`src/rtl/data_mem_arbiter_pkg.sv`:
```
// Shared definitions for the data-memory arbiter: FSM encoding, default
// starvation limit and the word-index slice used by the 256-word DataMemory.
package data_mem_arbiter_pkg;

  typedef enum logic {
    ST_IDLE  = 1'b0,
    ST_BURST = 1'b1
  } state_e;

  localparam int DEF_STARVE_LIMIT = 8;
  localparam int WORD_IDX_HI      = 9;
  localparam int WORD_IDX_LO      = 2;

  function automatic logic [7:0] word_index(input logic [31:0] addr);
    return addr[WORD_IDX_HI:WORD_IDX_LO];
  endfunction

endpackage

```
`src/rtl/data_mem_arbiter_burst_addr_gen.sv`:
```
// Burst address generator: captures base/len on load, advances one word per
// step and flags the final beat.
module data_mem_arbiter_burst_addr_gen #(
  parameter int LEN_W = 4
) (
  input  logic             clk_i,
  input  logic             rst_i,
  input  logic             load_i,
  input  logic             step_i,
  input  logic [31:0]      base_i,
  input  logic [LEN_W-1:0] len_i,
  output logic [31:0]      beat_addr_o,
  output logic             last_beat_o
);

  logic [31:0]      base_q, base_d;
  logic [LEN_W-1:0] len_q, len_d;
  logic [LEN_W-1:0] beat_cnt_q, beat_cnt_d;
  logic [31:0]      beat_off;

  // Byte offset of the current beat; the add wraps modulo 2^32 and keeps base[1:0].
  assign beat_off    = {{(30 - LEN_W){1'b0}}, beat_cnt_q, 2'b00};
  assign beat_addr_o = base_q + beat_off;
  assign last_beat_o = (beat_cnt_q == len_q);

  always_comb begin
    base_d     = base_q;
    len_d      = len_q;
    beat_cnt_d = beat_cnt_q;
    if (load_i) begin
      base_d     = base_i;
      len_d      = len_i;
      beat_cnt_d = '0;
    end else if (step_i && !last_beat_o) begin
      beat_cnt_d = beat_cnt_q + 1'b1;
    end
  end

  always_ff @(posedge clk_i) begin
    if (rst_i) begin
      base_q     <= '0;
      len_q      <= '0;
      beat_cnt_q <= '0;
    end else begin
      base_q     <= base_d;
      len_q      <= len_d;
      beat_cnt_q <= beat_cnt_d;
    end
  end

endmodule

```
`src/rtl/data_mem_arbiter.sv`:
```
// Shares the single-port DataMemory between the CPU load/store path (priority)
// and a burst DMA port whose wait is bounded by a starvation counter.
module data_mem_arbiter
  import data_mem_arbiter_pkg::*;
#(
  parameter int STARVE_LIMIT = DEF_STARVE_LIMIT,
  parameter int LEN_W        = 4
) (
  input  logic             clk,
  input  logic             reset,
  input  logic             cpu_req,
  input  logic             cpu_we,
  input  logic [31:0]      cpu_addr,
  input  logic [31:0]      cpu_wdata,
  output logic [31:0]      cpu_rdata,
  output logic             cpu_stall,
  input  logic             dma_req,
  input  logic             dma_we,
  input  logic [31:0]      dma_addr,
  input  logic [LEN_W-1:0] dma_len,
  output logic             dma_ack,
  input  logic [31:0]      dma_wdata,
  output logic             dma_beat,
  output logic [31:0]      dma_rdata,
  output logic             dma_done,
  output logic             mem_read,
  output logic             mem_write,
  output logic [31:0]      mem_addr,
  output logic [31:0]      mem_wdata,
  input  logic [31:0]      mem_rdata,
  output logic             dbg_state_o
);

  localparam int SC_W = (STARVE_LIMIT < 1) ? 1 : $clog2(STARVE_LIMIT + 1);

  // Handshake: dma_ack pulses for one cycle when the burst is granted and the
  // request fields are captured then; afterwards one beat per cycle with no
  // backpressure, and dma_done pulses the cycle after the last beat.

  state_e          state_q, state_d;
  logic [SC_W-1:0] starve_q, starve_d;
  logic            done_q, done_d;
  logic            we_l_q, we_l_d;
  logic            grant_dma;
  logic            load, step, last_beat;
  logic [31:0]     beat_addr;

  data_mem_arbiter_burst_addr_gen #(
    .LEN_W(LEN_W)
  ) u_burst_addr_gen (
    .clk_i      (clk),
    .rst_i      (reset),
    .load_i     (load),
    .step_i     (step),
    .base_i     (dma_addr),
    .len_i      (dma_len),
    .beat_addr_o(beat_addr),
    .last_beat_o(last_beat)
  );

  always_comb begin
    state_d     = state_q;
    starve_d    = starve_q;
    done_d      = 1'b0;
    we_l_d      = we_l_q;
    grant_dma   = 1'b0;
    load        = 1'b0;
    step        = 1'b0;
    cpu_rdata   = '0;
    cpu_stall   = 1'b0;
    dma_ack     = 1'b0;
    dma_beat    = 1'b0;
    dma_rdata   = '0;
    dma_done    = 1'b0;
    mem_read    = 1'b0;
    mem_write   = 1'b0;
    mem_addr    = '0;
    mem_wdata   = '0;
    dbg_state_o = 1'b0;
    // Every output is held at zero while reset is high.
    if (!reset) begin
      dma_done    = done_q;
      dbg_state_o = state_q;
      case (state_q)
        ST_IDLE: begin
          grant_dma = dma_req && (!cpu_req || starve_q == SC_W'(STARVE_LIMIT));
          if (!dma_req || grant_dma) begin
            starve_d = '0;
          end else if (cpu_req && starve_q != SC_W'(STARVE_LIMIT)) begin
            starve_d = starve_q + 1'b1;
          end
          if (grant_dma) begin
            dma_ack   = 1'b1;
            load      = 1'b1;
            we_l_d    = dma_we;
            state_d   = ST_BURST;
            cpu_stall = cpu_req;
          end else if (cpu_req) begin
            mem_addr  = cpu_addr;
            mem_wdata = cpu_wdata;
            mem_read  = !cpu_we;
            mem_write = cpu_we;
            cpu_rdata = cpu_we ? 32'd0 : mem_rdata;
          end
        end
        ST_BURST: begin
          step      = 1'b1;
          dma_beat  = 1'b1;
          mem_addr  = beat_addr;
          mem_write = we_l_q;
          mem_read  = !we_l_q;
          mem_wdata = dma_wdata;
          dma_rdata = mem_rdata;
          cpu_stall = cpu_req;
          if (last_beat) begin
            state_d = ST_IDLE;
            done_d  = 1'b1;
          end
        end
        default: state_d = ST_IDLE;
      endcase
    end
  end

  always_ff @(posedge clk) begin
    if (reset) begin
      state_q  <= ST_IDLE;
      starve_q <= '0;
      done_q   <= 1'b0;
      we_l_q   <= 1'b0;
    end else begin
      state_q  <= state_d;
      starve_q <= starve_d;
      done_q   <= done_d;
      we_l_q   <= we_l_d;
    end
  end

endmodule
```
`config.mk`:
```
export PLATFORM = sky130hd
export DESIGN_NAME = data_mem_arbiter
export DESIGN_NICKNAME = d
export VERILOG_FILES = /design/src/rtl/data_mem_arbiter_pkg.sv /design/src/rtl/data_mem_arbiter_burst_addr_gen.sv /design/src/rtl/data_mem_arbiter.sv
export SDC_FILE = /design/constraint.sdc
export NUM_CORES = 1
export LEC_CHECK = 0
export ABC_AREA = 1
export BUFFER_PORTS_ARGS = -buffer_cell sky130_fd_sc_hd__buf_2
export CAP_MARGIN = 20
export CORE_AREA = 2 2 117 119
export DETAILED_ROUTE_END_ITERATION = 10
export DIE_AREA = 0 0 119 121
export PLACE_DENSITY = 0.64
export SYNTH_ARGS = -nofsm -noshare
export SYNTH_HDL_FRONTEND = slang
export SYNTH_HIERARCHICAL = 1
export SYNTH_SLANG_ARGS = --single-unit
```
`constraint.sdc`:
```
create_clock -name clk -period 4.2 [get_ports clk]
set_input_delay 0.63 -clock clk [delete_from_list [all_inputs] [get_ports clk]]
set_output_delay 0.63 -clock clk [all_outputs]
set_load 0.01 [all_outputs]
```
; After elaboration in Yosys (flattened, before gate mapping)
; Cells that the tools add are included.
; W data, S select, Z words.
[word_totals]
register_bits = 47
inputBits = 170
wordCells = 67
[op_classes]
bitwise = 1
eq_ne = 3
addsub = 3
muxes = 38
reduce_logical = 15
[op_table]
columns = op, n
row1 = $mux W32, 13
row2 = $pmux W32 S2, 2
row3 = $add A32 B6 Y32, 1
row4 = $mux W1, 17
row5 = $add A4 B1 Y4 const B, 2
row6 = $mux W4, 2
row7 = $pmux W1 S2, 4
row8 = $logic_not A1 Y1, 5
row9 = $eq A4 B4 Y1, 1
row10 = $eq A4 B4 Y1 const B, 1
row11 = $ne A4 B4 Y1 const B, 1
row12 = $reduce_and A2 Y1, 2
row13 = $reduce_or A2 Y1, 2
row14 = $logic_and A1 B1 Y1, 3
row15 = $logic_or A1 B1 Y1, 2
row16 = $reduce_bool A2 Y1, 1
row17 = $not A1 Y1, 1

; Logic depth before layout (Yosys ltp)
; Gate-level depths: netlist (run 1).
[depth]
word_depth = 7
ltp_mapped = 13

; By module
; Netlist (run 1), hierarchy kept.
[modules_own_cells]
columns = module, cells_per_inst, area_per_inst_um2, seq_area_each_um2, n_inst
row1 = data_mem_arbiter_burst_addr_gen, 391, 2461.1, 800.8, 1
row2 = data_mem_arbiter, 387, 1941.9, 140.1, 1

; Worst setup path after synthesis (run 1)
; No wires, ideal clock.
[synth_path]
path_type = register -> output
startpoint = register u_burst_addr_gen.beat_cnt_q[0]
endpoint = output port mem_addr[12]
t_arrival_ps = 1866
path_stages_with_launch = 12
path_slack_ps = 1704
cell_sequence = dfxtp_1 ha_1 inv_1 fa_1 inv_1 nand2_1 o21ai_4 nand2_2 nor2_2 xor2_1 nand2_1 nand2_1
[synth_via]
elab_chain_len = 3
[synth_lines]
columns = item, line_no
row1 = from (decl), data_mem_arbiter_burst_addr_gen.sv:18  ; logic [LEN_W-1:0] beat_cnt_q, beat_cnt_d;
row2 = from (signal assigned), data_mem_arbiter_burst_addr_gen.sv:47  ; beat_cnt_q <= beat_cnt_d;
row3 = $add A32 B6 Y32, data_mem_arbiter_burst_addr_gen.sv:23  ; assign beat_addr_o = base_q + beat_off;
row4 = net beat_addr[12], data_mem_arbiter.sv:46  ; logic [31:0] beat_addr;
row5 = $pmux W32 S2, data_mem_arbiter.sv:84  ; case (state_q)
row6 = $mux W32, data_mem_arbiter.sv:81  ; if (!reset) begin
row7 = to (decl), data_mem_arbiter.sv:28  ; output logic [31:0] mem_addr,
; The timed path passes the listed nets, and every way through them passes these cells.

; Final worst setup path (run 1)
[layout_path]
startpoint = register starve_q[0]
endpoint = output port cpu_rdata[26]
[layout_via]
elab_chain_len = 6
[layout_lines]
columns = item, line_no
row1 = from (decl), data_mem_arbiter.sv:41  ; logic [SC_W-1:0] starve_q, starve_d;
row2 = from (signal assigned), data_mem_arbiter.sv:133  ; starve_q <= starve_d;
row3 = $eq A4 B4 Y1, data_mem_arbiter.sv:86  ; grant_dma = dma_req && (!cpu_req || starve_q == SC_W'(STARVE_LIMIT));
row4 = $logic_or A1 B1 Y1, data_mem_arbiter.sv:86
row5 = $logic_and A1 B1 Y1, data_mem_arbiter.sv:86
row6 = $mux W32, data_mem_arbiter.sv:92  ; if (grant_dma) begin
row7 = $mux W32, data_mem_arbiter.sv:84
row8 = $mux W32, data_mem_arbiter.sv:81
row9 = to (decl), data_mem_arbiter.sv:15  ; output logic [31:0] cpu_rdata,
; Every way passes these cells.

==> results of run 1 <==
[power by group]
group          total, mW  internal (mW)  switching, mW
Sequential         0.491          0.466         0.0242
Clock              0.427          0.228          0.199
Combinational      0.347          0.141          0.206
Total               1.26          0.835          0.429
[metrics by stage]
stage	utilization	setup slack, ns
after floorplan	-	1.70
after global placement	0.454	1.09
after detailed placement	0.454	1.08
after CTS	0.465	0.993
after global routing	0.466	0.760
final	0.466	1.02
[cells in the mapped netlist, types with 2 or more instances]
| master | count | share of area |
|---|---|---|
| nand2_1 | 244 | 0.21 |
| nor2_1 | 131 | 0.11 |
| inv_1 | 78 | 0.066 |
| nand4_1 | 72 | 0.10 |
| dfxtp_1 | 47 | 0.21 |
| o21ai_0 | 35 | 0.040 |
| nor2_2 | 24 | 0.034 |
| buf_2 | 19 | 0.022 |
| nand3_1 | 18 | 0.020 |
| a21oi_1 | 17 | 0.019 |
| xor2_1 | 13 | 0.026 |
| clkbuf_1 | 9 | 0.0077 |
| buf_4 | 8 | 0.014 |
| nand3b_1 | 8 | 0.014 |
| buf_1 | 7 | 0.0060 |
| ha_1 | 7 | 0.020 |
| buf_6 | 6 | 0.015 |
| inv_2 | 5 | 0.0043 |
| nor3_1 | 5 | 0.0057 |
| xnor2_1 | 5 | 0.0099 |
| nand2_2 | 4 | 0.0057 |
| o21ai_1 | 3 | 0.0034 |
| nand3_2 | 2 | 0.0045 |
| nor2_4 | 2 | 0.0051 |
| o22ai_1 | 2 | 0.0028 |
[sequential cells by signal, summed over array words and instances (netlist names)]
signal and count:
u_burst_addr_gen/len_q 4, we_l_q 1, u_burst_addr_gen/base_q 32, starve_q 4, done_q 1, state_q 1, u_burst_addr_gen/beat_cnt_q 4
[routing by layer]
layer  routed length (µm)  up-vias
li1                     -     3006
met1                 7710     2585
met2                 8490      251
met3                 1140       29
met4                  452        0
met5                    0        -
[worst min-delay path: stages (launching register included)]
cell,delay [ns]
dfxtp_1,0.31
inv_1,0.07
a21oi_1,0.06
[path summary, 6_finish.rpt]
path | to | slack (ns) | from | cells after the start
min | u_burst_addr_gen/len_q[0] | 0.48 | u_burst_addr_gen/len_q[0] | 2
max reg2reg | u_burst_addr_gen/base_q[25] | 1.76 | starve_q[0] | 11
max | cpu_rdata[26] | 1.02 | starve_q[0] | 8
min reg2reg | u_burst_addr_gen/len_q[0] | 0.48 | u_burst_addr_gen/len_q[0] | 2
[layout make-up]
type                    count  area [µm²]
repair buffers            311        1590
clock buffers               5         125
flip-flops and latches     47         941
fillers                  1456        6990
inverters                  83         312
multi-input cells         599        2880
well taps                 176         220
diodes                      2        5.00
clock inverters             3        27.5
[cells by family (layout without fill, tap and decap cells)]
logic type | count (synthesis) | in the layout
XOR/XNOR | 18 | 18
adder cells (fa/ha/maj) | 8 | 8
AND/OR/NAND/NOR | 514 | 514
flip-flops | 47 | 47
other | 0 | 2
buffers and inverters | 132 | 402
AO/OA/AOI/OAI | 59 | 59
==> summary.md, run 1 <==
| Metric | Value |
|---|---|
| Status | `completed` |
| CP peak stage delay | `approximately 0.70 ns` |
| Crit-path slowest cell | `nand3_2` |
| First-pass GRT wire length | `between 20000 and 30000 µm` |
| CTS Buffer Depth | `2` |
| Main combinational cell family by area after synthesis | `simple AND/OR/NAND/NOR gates` |
| Dpl cells | `about 1200` |
| Most used DFF post-synth | `dfxtp_1` |
| Max Clk Rate | `315 MHz` |
| Synth Area in Adders | `0.0244` |
| Met2 Usage GRT | `0.399` |
| Initial drt markers | `480` |
| Final Max Tran Viols | `0` |
| Compound-gate portion of the synthesized area | `0.0708` |
| Xor/xnor share of the synthesized area | `0.0358` |
| Worst EP arrival | `approximately 2.6 ns` |
| Critical-path cell list | `inv_1 > ha_1 > nand3_2 > nand2_2 > nand2_4 > nand3_2 > nor2_2 > buf_2` |
| Sequential fraction of the synthesis area | `0.214` |
| Fin cells | `about 1200` |
| Hold crit path type | `reg -> reg` |
| Final Skew | `0.00802 ns` |
| Top delay family on crit path | `simple AND/OR/NAND/NOR gates` |
| GR met3 Demand/Resource | `0.0263` |
| FF+latch count, synth | `47` |
| Number of synthesized flops with an enable pin | `0` |
| Via count | `between 5000 and 6000` |
| Die area | `between 0.01 and 0.015 mm²` |
| Post-Layout Inst Area | `0.00609 mm²` |
| Buffers on Ports | `a little over 300` |
| CTS Root Cell | `clkbuf_16` |
| Critical path class | `reg -> out` |
| Pwr dens | `208 mW/mm²` |
| Commonest cells after routing, fill and taps aside | `buf_2, nand2_1, nor2_1` |
| Avg Cell Area, Syn | `between 5 and 6 µm²` |
| Hold Fails Final Rpt | `0` |
| Commonest non-fill, non-tap cell in the layout | `buf_2` |
| Clock-pin slew on the worst setup and hold paths | `0.07 ns` |
| Final Net Count | `about 1200` |
| Synth warnings | `6` |
| Final wirelength | `roughly 18000 µm` |
| CP max FO | `33` |
| Area share of and/or/nand/nor cells after synthesis | `0.520` |
| Hold Slack | `about 0.48 ns` |
| Gr busiest metal | `met2` |
| Clock latency on the worst-skew pair | `between 0.2 and 0.3 ns` |
| # setup viols final | `0` |
| Relative slew slack | `0.404` |
| WL/cell | `between 10 and 15 µm` |
| CP startpoint kind | `flip-flop` |
| Met1 GRT Util | `0.304` |
| RSZ-0062 raised after global routing | `no` |
| CTS Buf Count | `5` |
| Vias in the first global route | `~5000` |
| Period utilization | `0.756` |
| Core area | `between 0.01 and 0.015 mm²` |
| Clock H-tree levels | `2` |
| Total Neg Setup Slack | `0 ns` |
| Die width | `about 120 µm` |
| Layout cell share with drive strength beyond 1 | `0.344` |
| Syn Nets | `956` |
| VDD IR max | `185 µV` |
| FP Rows | `between 40 and 50` |
| Mapped cell area | `approximately 0.0044 mm²` |
| Placed Area | `between 0.005 and 0.006 mm²` |
| Drt via density | `4.79` |
| Mapped Cells | `778` |
| Multiplexer share of the synthesized area | `0` |
| Post-CTS Resized | `0` |
| Dpl hpwl | `between 10000 and 15000 µm` |
| Final Total Pwr | `around 1.3 mW` |
| Post-CTS Setup Repair Bufs | `0` |
| Initial antenna violation count | `2` |
| DRC viols | `0` |
| Netlist cell types | `32` |
| Total GRT Usage | `0.231` |
| Largest net degree at the start of global routing | `52` |
| Critical path required time | `3.57 ns` |
| Most used cell, CP | `nand3_2` |
| RD Place Congestion | `about 0.91` |
| CP Capture Type | `output pin` |
| Buf+Inv Stages, Crit Path | `2` |
| Static Leak | `around 3.6 nW` |
| Die Ht | `about 120 µm` |
| Worst Tran Pin Value | `around 0.89 ns` |
| Length of the first detailed-routing pass in iterations | `5` |
| Crit path time final | `3.18 ns` |
| Async set-or-reset flop fraction in the synthesized netlist | `0` |
| Starting Density | `0.336` |
| Hold_buf cts | `0` |
| CTS tree | `yes` |
| Gr ovfl total | `0` |
| Area added between synthesis and finish | `38.4%` |
| IO Pins | `between 300 and 400` |
| CTS Sinks | `47` |
| Maxcap violations | `0` |
| Post-route ant nets | `0` |
No activity file was read; power rests on OpenSTA's default activity.
==> inputs of run 2 (changes only) <==
ABC_AREA = 0   (was 1)
PLACE_DENSITY = 0.6   (was 0.64)
clock period = 3.2 ns   (was 4.2 ns; I/O delays follow)
==> run 2 against run 1 <==
- non-clock buffer count up 3
- register-to-register slack worse by 0.96 ns
- first-iteration DRC count down 70%
- largest cell class unchanged
==> summary.md, run 2 <==
| Metric | Value |
|---|---|
| Reg power frac | `0.385 (was 0.388)` |
| Clock H-tree levels | `2 (unchanged)` |
| Cell-internal power | `1.19 mW (was 0.835 mW)` |
| Top delay family on crit path | `adder cells (was simple AND/OR/NAND/NOR gates)` |
| Initial drt markers | `143 (was 480)` |
| Die Ht | `121 µm (unchanged)` |
| Buffers on Ports | `304 (unchanged)` |
| Layout cell share with drive strength beyond 1 | `0.471 (was 0.344)` |
| RD Place Congestion | `0.887 (was 0.910)` |
| Core area | `0.0131 mm² (unchanged)` |
| Biggest register | `u_burst_addr_gen/base_q (unchanged)` |
| Async set-or-reset flop fraction in the synthesized netlist | `0 (unchanged)` |
| # setup viols final | `0 (unchanged)` |
| Mapped cell area | `0.00383 mm² (was 0.00440 mm²)` |
| Area added between synthesis and finish | `48.2% (was 38.4%)` |
| Starting Density | `0.293 (was 0.336)` |
| RSZ-0062 raised after global routing | `no (unchanged)` |
| Dpl hpwl | `12800 µm (was 14100 µm)` |
| Final Net Count | `907 (was 1225)` |
| Critical path class | `reg -> out (unchanged)` |
| Die area | `0.0144 mm² (unchanged)` |
| Commonest non-fill, non-tap cell in the layout | `buf_2 (unchanged)` |
| Relative slew slack | `0.380 (was 0.404)` |
| Gr ovfl total | `0 (unchanged)` |
| Final wirelength | `15400 µm (was 17800 µm)` |
| Clock latency on the worst-skew pair | `0.28 ns (was 0.29 ns)` |
| DRC viols | `0 (unchanged)` |
| Vias in the first global route | `4056 (was 5140)` |
| Drt via density | `4.76 (was 4.79)` |
| Crit-path slowest cell | `dfxtp_2 (was nand3_2)` |
| CTS tree | `yes (unchanged)` |
| Avg Cell Area, Syn | `8.61 µm² (was 5.66 µm²)` |
| Top cells by area, synth | `dfxtp_1, a22o_1, and2_1 (was dfxtp_1, nand2_1, nor2_1)` |
| Pwr dens | `286 mW/mm² (was 208 mW/mm²)` |
| Mapped Cells | `445 (was 778)` |
| FF+latch count, synth | `47 (unchanged)` |
| Sequential fraction of the synthesis area | `0.246 (was 0.214)` |
| Combinational fraction of design power | `0.238 (was 0.274)` |
| Clock-pin slew on the worst setup and hold paths | `0.07 ns (about the same)` |
| CTS Sinks | `47 (unchanged)` |
| Worst EP arrival | `2.47 ns (was 2.55 ns)` |
| Switching Fraction | `0.269 (was 0.339)` |
| Hold crit path type | `in -> reg (was reg -> reg)` |
| Critical-path cell list | `ha_1 > inv_1 > fa_2 > nor2b_2 > o31a_1 > buf_6 > nor4b_2 > xor2_1 > a22o_1 > buf_2 (was inv_1 > ha_1 > nand3_2 > nand2_2 > nand2_4 > nand3_2 > nor2_2 > buf_2)` |
| Initial antenna violation count | `4 (was 2)` |
| Syn Nets | `623 (was 956)` |
| CTS Buf Count | `5 (unchanged)` |
| CP max FO | `6 (was 33)` |
| Status | `completed (unchanged)` |
| Buf+Inv Stages, Crit Path | `3 (was 2)` |
| IO Pins | `305 (unchanged)` |
| Reg-to-Reg Start | `state_q (was starve_q[0])` |
| Most frequent cell after synthesis | `and2_1 (was nand2_1)` |
| Top post-synthesis cells by count | `and2_1, a22o_1, dfxtp_1 (was nand2_1, nor2_1, inv_1)` |
| Maxcap violations | `0 (unchanged)` |
| R2R cell count | `5 (was 11)` |
| FP Rows | `42 (unchanged)` |
| WL/cell | `16.9 µm (was 14.5 µm)` |
| Area leader, netlist | `dfxtp_1 (unchanged)` |
| Critical path required time | `2.72 ns (was 3.57 ns)` |
| CP startpoint kind | `flip-flop (unchanged)` |
| WHS Path Cells | `3 (was 2)` |
| Clk pwr share | `0.376 (was 0.338)` |
| Hold_buf cts | `0 (unchanged)` |
| Hold EP | `u_burst_addr_gen/base_q[22] (was u_burst_addr_gen/len_q[0])` |
| Reg-to-reg slack, setup | `0.80 ns (was 1.76 ns)` |
| Max FFs per register | `32 (unchanged)` |
| Hold Slack | `0.434 ns (was 0.483 ns)` |
| Final Skew | `0.00491 ns (was 0.00802 ns)` |
| Static Leak | `3.04 nW (was 3.61 nW)` |
| Total GRT Usage | `0.199 (was 0.231)` |
| CP Capture Type | `output pin (unchanged)` |
| Commonest cells after routing, fill and taps aside | `buf_2, and2_1, a22o_1 (was buf_2, nand2_1, nor2_1)` |
| Most used DFF post-synth | `dfxtp_1 (unchanged)` |
| VDD IR max | `201 µV (was 185 µV)` |
| First-pass GRT wire length | `22500 µm (was 26800 µm)` |
| Length of the first detailed-routing pass in iterations | `4 (was 5)` |
| Synth warnings | `6 (unchanged)` |
| Post-route ant nets | `0 (unchanged)` |
| Crit path time final | `roughly 2.9 ns` |
| Netlist cell types | `51 (was 32)` |
| CTS Root Cell | `clkbuf_16 (unchanged)` |
| Total Neg Setup Slack | `0 ns (unchanged)` |
| Worst Tran Pin Value | `0.918 ns (was 0.892 ns)` |
| Via count | `4334 (was 5871)` |
| Area share of the largest cell type after synthesis | `0.246 (was 0.214)` |
| Final Max Tran Viols | `0 (unchanged)` |
| CP peak stage delay | `0.38 ns (was 0.70 ns)` |
| Die width | `119 µm (unchanged)` |
| CTS Buffer Depth | `2 (unchanged)` |
| Period utilization | `0.921` |
| Worst r2r dst | `u_burst_addr_gen/beat_cnt_q[3] (was u_burst_addr_gen/base_q[25])` |
| Hold Fails Final Rpt | `0 (unchanged)` |
| Largest net degree at the start of global routing | `47 (was 52)` |
| Max Clk Rate | `339 MHz` |
| Hold Startpoint | `dma_addr[22] (was u_burst_addr_gen/len_q[0])` |
| Number of synthesized flops with an enable pin | `0 (unchanged)` |
| Net Sw Power | `0.437 mW (was 0.429 mW)` |
## run 2: timing repair
item	CTS	global route
endpoints found under the setup margin	5	8
gates resized for setup	0	9
buffers inserted	1	0
pin swaps	0	1
## run 2: worst max-delay path by stage
| stage | from | end | slack [ns] | cells past startpoint |
|---|---|---|---|---|
| 2_1_floorplan | u_burst_addr_gen/beat_cnt_q[0] | mem_addr[28] | 0.57 | 9 |
| 3_3_place_gp | u_burst_addr_gen/beat_cnt_q[0] | mem_addr[18] | 0.32 | 9 |
| 3_5_place_dp | u_burst_addr_gen/beat_cnt_q[0] | mem_addr[16] | 0.24 | 10 |
| 4_1_cts | u_burst_addr_gen/beat_cnt_q[0] | mem_addr[30] | 0.07 | 10 |
| 5_1_grt | u_burst_addr_gen/beat_cnt_q[0] | mem_addr[22] | 0.07 | 10 |
| 6_report | u_burst_addr_gen/beat_cnt_q[0] | mem_addr[24] | 0.25 | 10 |
## run 2: worst register-to-register path: stages, from the launching register on
cell	delay (ns)
dfxtp_1	0.65
nor2b_4	0.68
buf_12	0.27
o41ai_1	0.19
or3_1	0.38
a21oi_1	0.16
## run 2: area by class of cell
| cell class | count | area (µm²) |
|---|---|---|
| fill | 1356 | 7410 |
| inverter | 11 | 41.3 |
| antenna | 4 | 10.0 |
| tap | 176 | 220 |
| sequential | 47 | 943 |
| clock buffer | 6 | 139 |
| clock inverter | 2 | 35.0 |
| multi-input combinational | 350 | 2660 |
| timing repair buffer | 314 | 1630 |
## run 2: cells by family after synthesis
logic type                 after synthesis  share of synthesized area
xor gates and xnor gates                32                     0.0732
adders and majority gates                8                     0.0281
and+or+nand+nor                        187                      0.299
DFF                                     47                      0.246
muxes                                   38                     0.0993
buffers and inverters                   48                     0.0735
AOI/OAI and AO/OA                       85                      0.181
## run 2: through the flow
step	util	worst slack (ns)	instances	area, µm²	total power, mW
after floorplan	-	0.565	445	3830	0.827
after global placement	0.416	0.322	897	5450	1.02
after detailed placement	0.416	0.239	897	5450	1.03
after CTS	0.430	0.0665	906	5630	1.65
after global routing	0.434	0.0677	909	5670	1.72
final	0.434	0.253	910	5680	1.62
## run 2: power groups by stage
stage	Combinational [mW]	Sequential, mW	Clock [mW]
final	0.387	0.626	0.611
after global routing	0.425	0.629	0.662
after CTS	0.393	0.625	0.635
after detailed placement	0.390	0.639	0
after global placement	0.386	0.638	0
after floorplan	0.196	0.632	0
## run 2: routing by layer
layer  track usage  share of wire
met5             0              0
met4        0.0491          0.023
met3        0.0710          0.097
met2         0.338           0.49
met1         0.241           0.39
==> inputs of run 3 (changes only) <==
CORE_AREA = 2 2 119 121   (was 2 2 117 119)
CTS_BUF_LIST = sky130_fd_sc_hd__clkbuf_4 sky130_fd_sc_hd__clkbuf_8   (was default)
DIE_AREA = 0 0 121 123   (was 0 0 119 121)
PLACE_DENSITY = 0.58   (was 0.6)
REMOVE_ABC_BUFFERS = 1   (was default)
==> run 3 against run 2 <==
- routed wire length increased by 2.1%
- cell area decreased by 1.3%
- first-iteration DRC count is 54% higher
- worst setup slack got worse by 0.10 ns
- clock-buffer cell count increased by 2
- largest power group unchanged
==> summary.md, run 3 (same netlist as run 2, synthesis figures left out) <==
| Metric | Value |
|---|---|
| Status | `completed (unchanged)` |
| Commonest non-fill, non-tap cell in the layout | `buf_2 (unchanged)` |
| Commonest cells after routing, fill and taps aside | `buf_2, and2_1, a22o_1 (unchanged)` |
| # setup viols final | `0 (unchanged)` |
| Critical path required time | `2.72 ns (about the same)` |
| CP peak stage delay | `0.40 ns (was 0.38 ns)` |
| Clk pwr share | `0.286 (was 0.376)` |
| Die width | `121 µm (was 119 µm)` |
| Buffers on Ports | `304 (unchanged)` |
| First-pass GRT wire length | `22400 µm (was 22500 µm)` |
| Combinational fraction of design power | `0.272 (was 0.238)` |
| VDD IR max | `159 µV (was 201 µV)` |
| Critical-path cell list | `ha_1 > inv_1 > fa_1 > nor2b_1 > o31a_1 > buf_4 > nor4b_2 > xor2_1 > a22o_1 > buf_2 (was ha_1 > inv_1 > fa_2 > nor2b_2 > o31a_1 > buf_6 > nor4b_2 > xor2_1 > a22o_1 > buf_2)` |
| Clock H-tree levels | `2 (unchanged)` |
| Static Leak | `2.94 nW (was 3.04 nW)` |
| Initial drt markers | `220 (was 143)` |
| Clock-pin slew on the worst setup and hold paths | `0.09 ns (was 0.07 ns)` |
| Area added between synthesis and finish | `46.3% (was 48.2%)` |
| Worst EP arrival | `2.57 ns (was 2.47 ns)` |
| Maxcap violations | `0 (unchanged)` |
| Period utilization | `0.953 (was 0.921)` |
| CTS tree | `yes (unchanged)` |
| Fin cells | `918 (was 910)` |
| Final Net Count | `906 (was 907)` |
| Initial antenna violation count | `6 (was 4)` |
| CP startpoint kind | `flip-flop (unchanged)` |
| Dpl cells | `901 (was 897)` |
| Crit path time final | `3.05 ns (was 2.95 ns)` |
| Final wirelength | `15700 µm (was 15400 µm)` |
| Net Sw Power | `0.409 mW (was 0.437 mW)` |
| CTS Root Cell | `clkbuf_8 (was clkbuf_16)` |
| Vias in the first global route | `4024 (was 4056)` |
| Biggest register | `u_burst_addr_gen/base_q (unchanged)` |
| Crit-path slowest cell | `fa_1 (was dfxtp_2)` |
| RSZ-0062 raised after global routing | `yes (was no)` |
| Core area | `0.0136 mm² (was 0.0131 mm²)` |
| Via count | `4391 (was 4334)` |
| Layout cell share with drive strength beyond 1 | `0.468 (was 0.471)` |
| Switching Fraction | `0.289 (was 0.269)` |
| Gr ovfl total | `0 (unchanged)` |
| Hold_buf cts | `0 (unchanged)` |
| Top delay family on crit path | `adder cells (unchanged)` |
| Die Ht | `123 µm (was 121 µm)` |
| Largest net degree at the start of global routing | `66 (was 47)` |
| Final Total Pwr | `1.41 mW (was 1.62 mW)` |
| Critical path class | `reg -> out (unchanged)` |
| Dpl hpwl | `13000 µm (was 12800 µm)` |
| Final Max Tran Viols | `0 (unchanged)` |
| RD Place Congestion | `0.861 (was 0.887)` |
| Pwr dens | `253 mW/mm² (was 286 mW/mm²)` |
| Drt via density | `4.78 (was 4.76)` |
| WL/cell | `17.1 µm (was 16.9 µm)` |
| Hold crit path type | `in -> reg (unchanged)` |
| Max Clk Rate | `328 MHz (was 339 MHz)` |
| Worst Tran Pin Value | `0.975 ns (was 0.918 ns)` |
| Total GRT Usage | `0.193 (was 0.199)` |
| Clock latency on the worst-skew pair | `0.29 ns (was 0.28 ns)` |
| Length of the first detailed-routing pass in iterations | `4 (unchanged)` |
| Post-CTS Resized | `0 (unchanged)` |
| Post-route ant nets | `0 (unchanged)` |
| Reg power frac | `0.442 (was 0.385)` |
| CTS Buf Count | `5 (unchanged)` |
| Relative slew slack | `0.342 (was 0.380)` |
| Hold Fails Final Rpt | `0 (unchanged)` |
| Starting Density | `0.281 (was 0.293)` |
| Buf+Inv Stages, Crit Path | `3 (unchanged)` |
| CTS Sinks | `47 (unchanged)` |
| CP Capture Type | `output pin (unchanged)` |
| Post-CTS Setup Repair Bufs | `0 (was 1)` |
| Die area | `0.0149 mm² (was 0.0144 mm²)` |
| FP Rows | `43 (was 42)` |
| Max FFs per register | `32 (unchanged)` |
| DRC viols | `0 (unchanged)` |
| Final Skew | `0.00794 ns (was 0.00491 ns)` |
| CP max FO | `13 (was 6)` |
| Cell-internal power | `1.01 mW (was 1.19 mW)` |
| IO Pins | `305 (unchanged)` |
| CTS Buffer Depth | `2 (unchanged)` |
run 3: cell types whose count changed in the layout (fill, tap and decap cells not counted), sizes merged:
cell    previous run  this run
diode              4         9
clkbuf             6         8
buf              314       313
bufinv             1         0
clkinv             1         0
run 3: power groups by stage:
stage | sequential [mW] | combinational, mW | clock [mW]
4_1_cts | 0.625 | 0.390 | 0.423
3_3_place_gp | 0.638 | 0.382 | 0
5_1_grt | 0.629 | 0.421 | 0.448
3_5_place_dp | 0.639 | 0.387 | 0
2_1_floorplan | 0.633 | 0.173 | 0
6_report | 0.625 | 0.385 | 0.404
run 3: final timing paths:
kind / from / to / slack, ns / cells after the start
setup / recovery: u_burst_addr_gen/beat_cnt_q[0] / mem_addr[24] / 0.15 / 10
hold / removal: dma_addr[12] / u_burst_addr_gen/base_q[12] / 0.42 / 3
hold reg to reg: starve_q[0] / starve_q[0] / 0.49 / 2
setup reg to reg: starve_q[0] / u_burst_addr_gen/base_q[6] / 0.93 / 8
run 3: through the flow:
step	hold slack, ns	setup slack [ns]	instance area (µm²)	setup TNS, ns	utilization
detailed placement	0.479	0.345	5460	0	0.401
global route	0.410	-0.00581	5590	-0.0114	0.411
finish	0.415	0.151	5600	0	0.412
CTS	0.406	0.00130	5570	0	0.409
floorplan	0.455	-2.09	3590	-182.40	-
global placement	0.473	0.390	5460	0	0.401
run 3: worst reg2reg max path, stage by stage, from the launching register on:
cell and delay [ns]:
dfxtp_1 0.34, inv_1 0.08, ha_1 0.18, nand3b_1 0.18, a211o_1 0.43, nor2_4 0.38, buf_4 0.30, mux2i_1 0.20
nor2_1 0.05
run 3: area by class of cell:
| cell class | instances | area [µm²] |
|---|---|---|
| Timing Repair Buffer | 313 | 1630 |
| Antenna cell | 9 | 22.5 |
| Fill cell | 1418 | 8010 |
| Tap cell | 180 | 225 |
| Sequential cell | 47 | 942 |
| Multi-Input combinational cell | 350 | 2640 |
| Inverter | 11 | 41.3 |
| Clock buffer | 8 | 104 |
run 3: per-layer routing:
metal / up-vias / part of all wire / GRT usage
met5: - / 0 / 0
met1: 2049 / 0.43 / 0.248
met4: 0 / 0.015 / 0.0560
met3: 12 / 0.068 / 0.0355
met2: 171 / 0.49 / 0.330
li1: 2159 / - / -
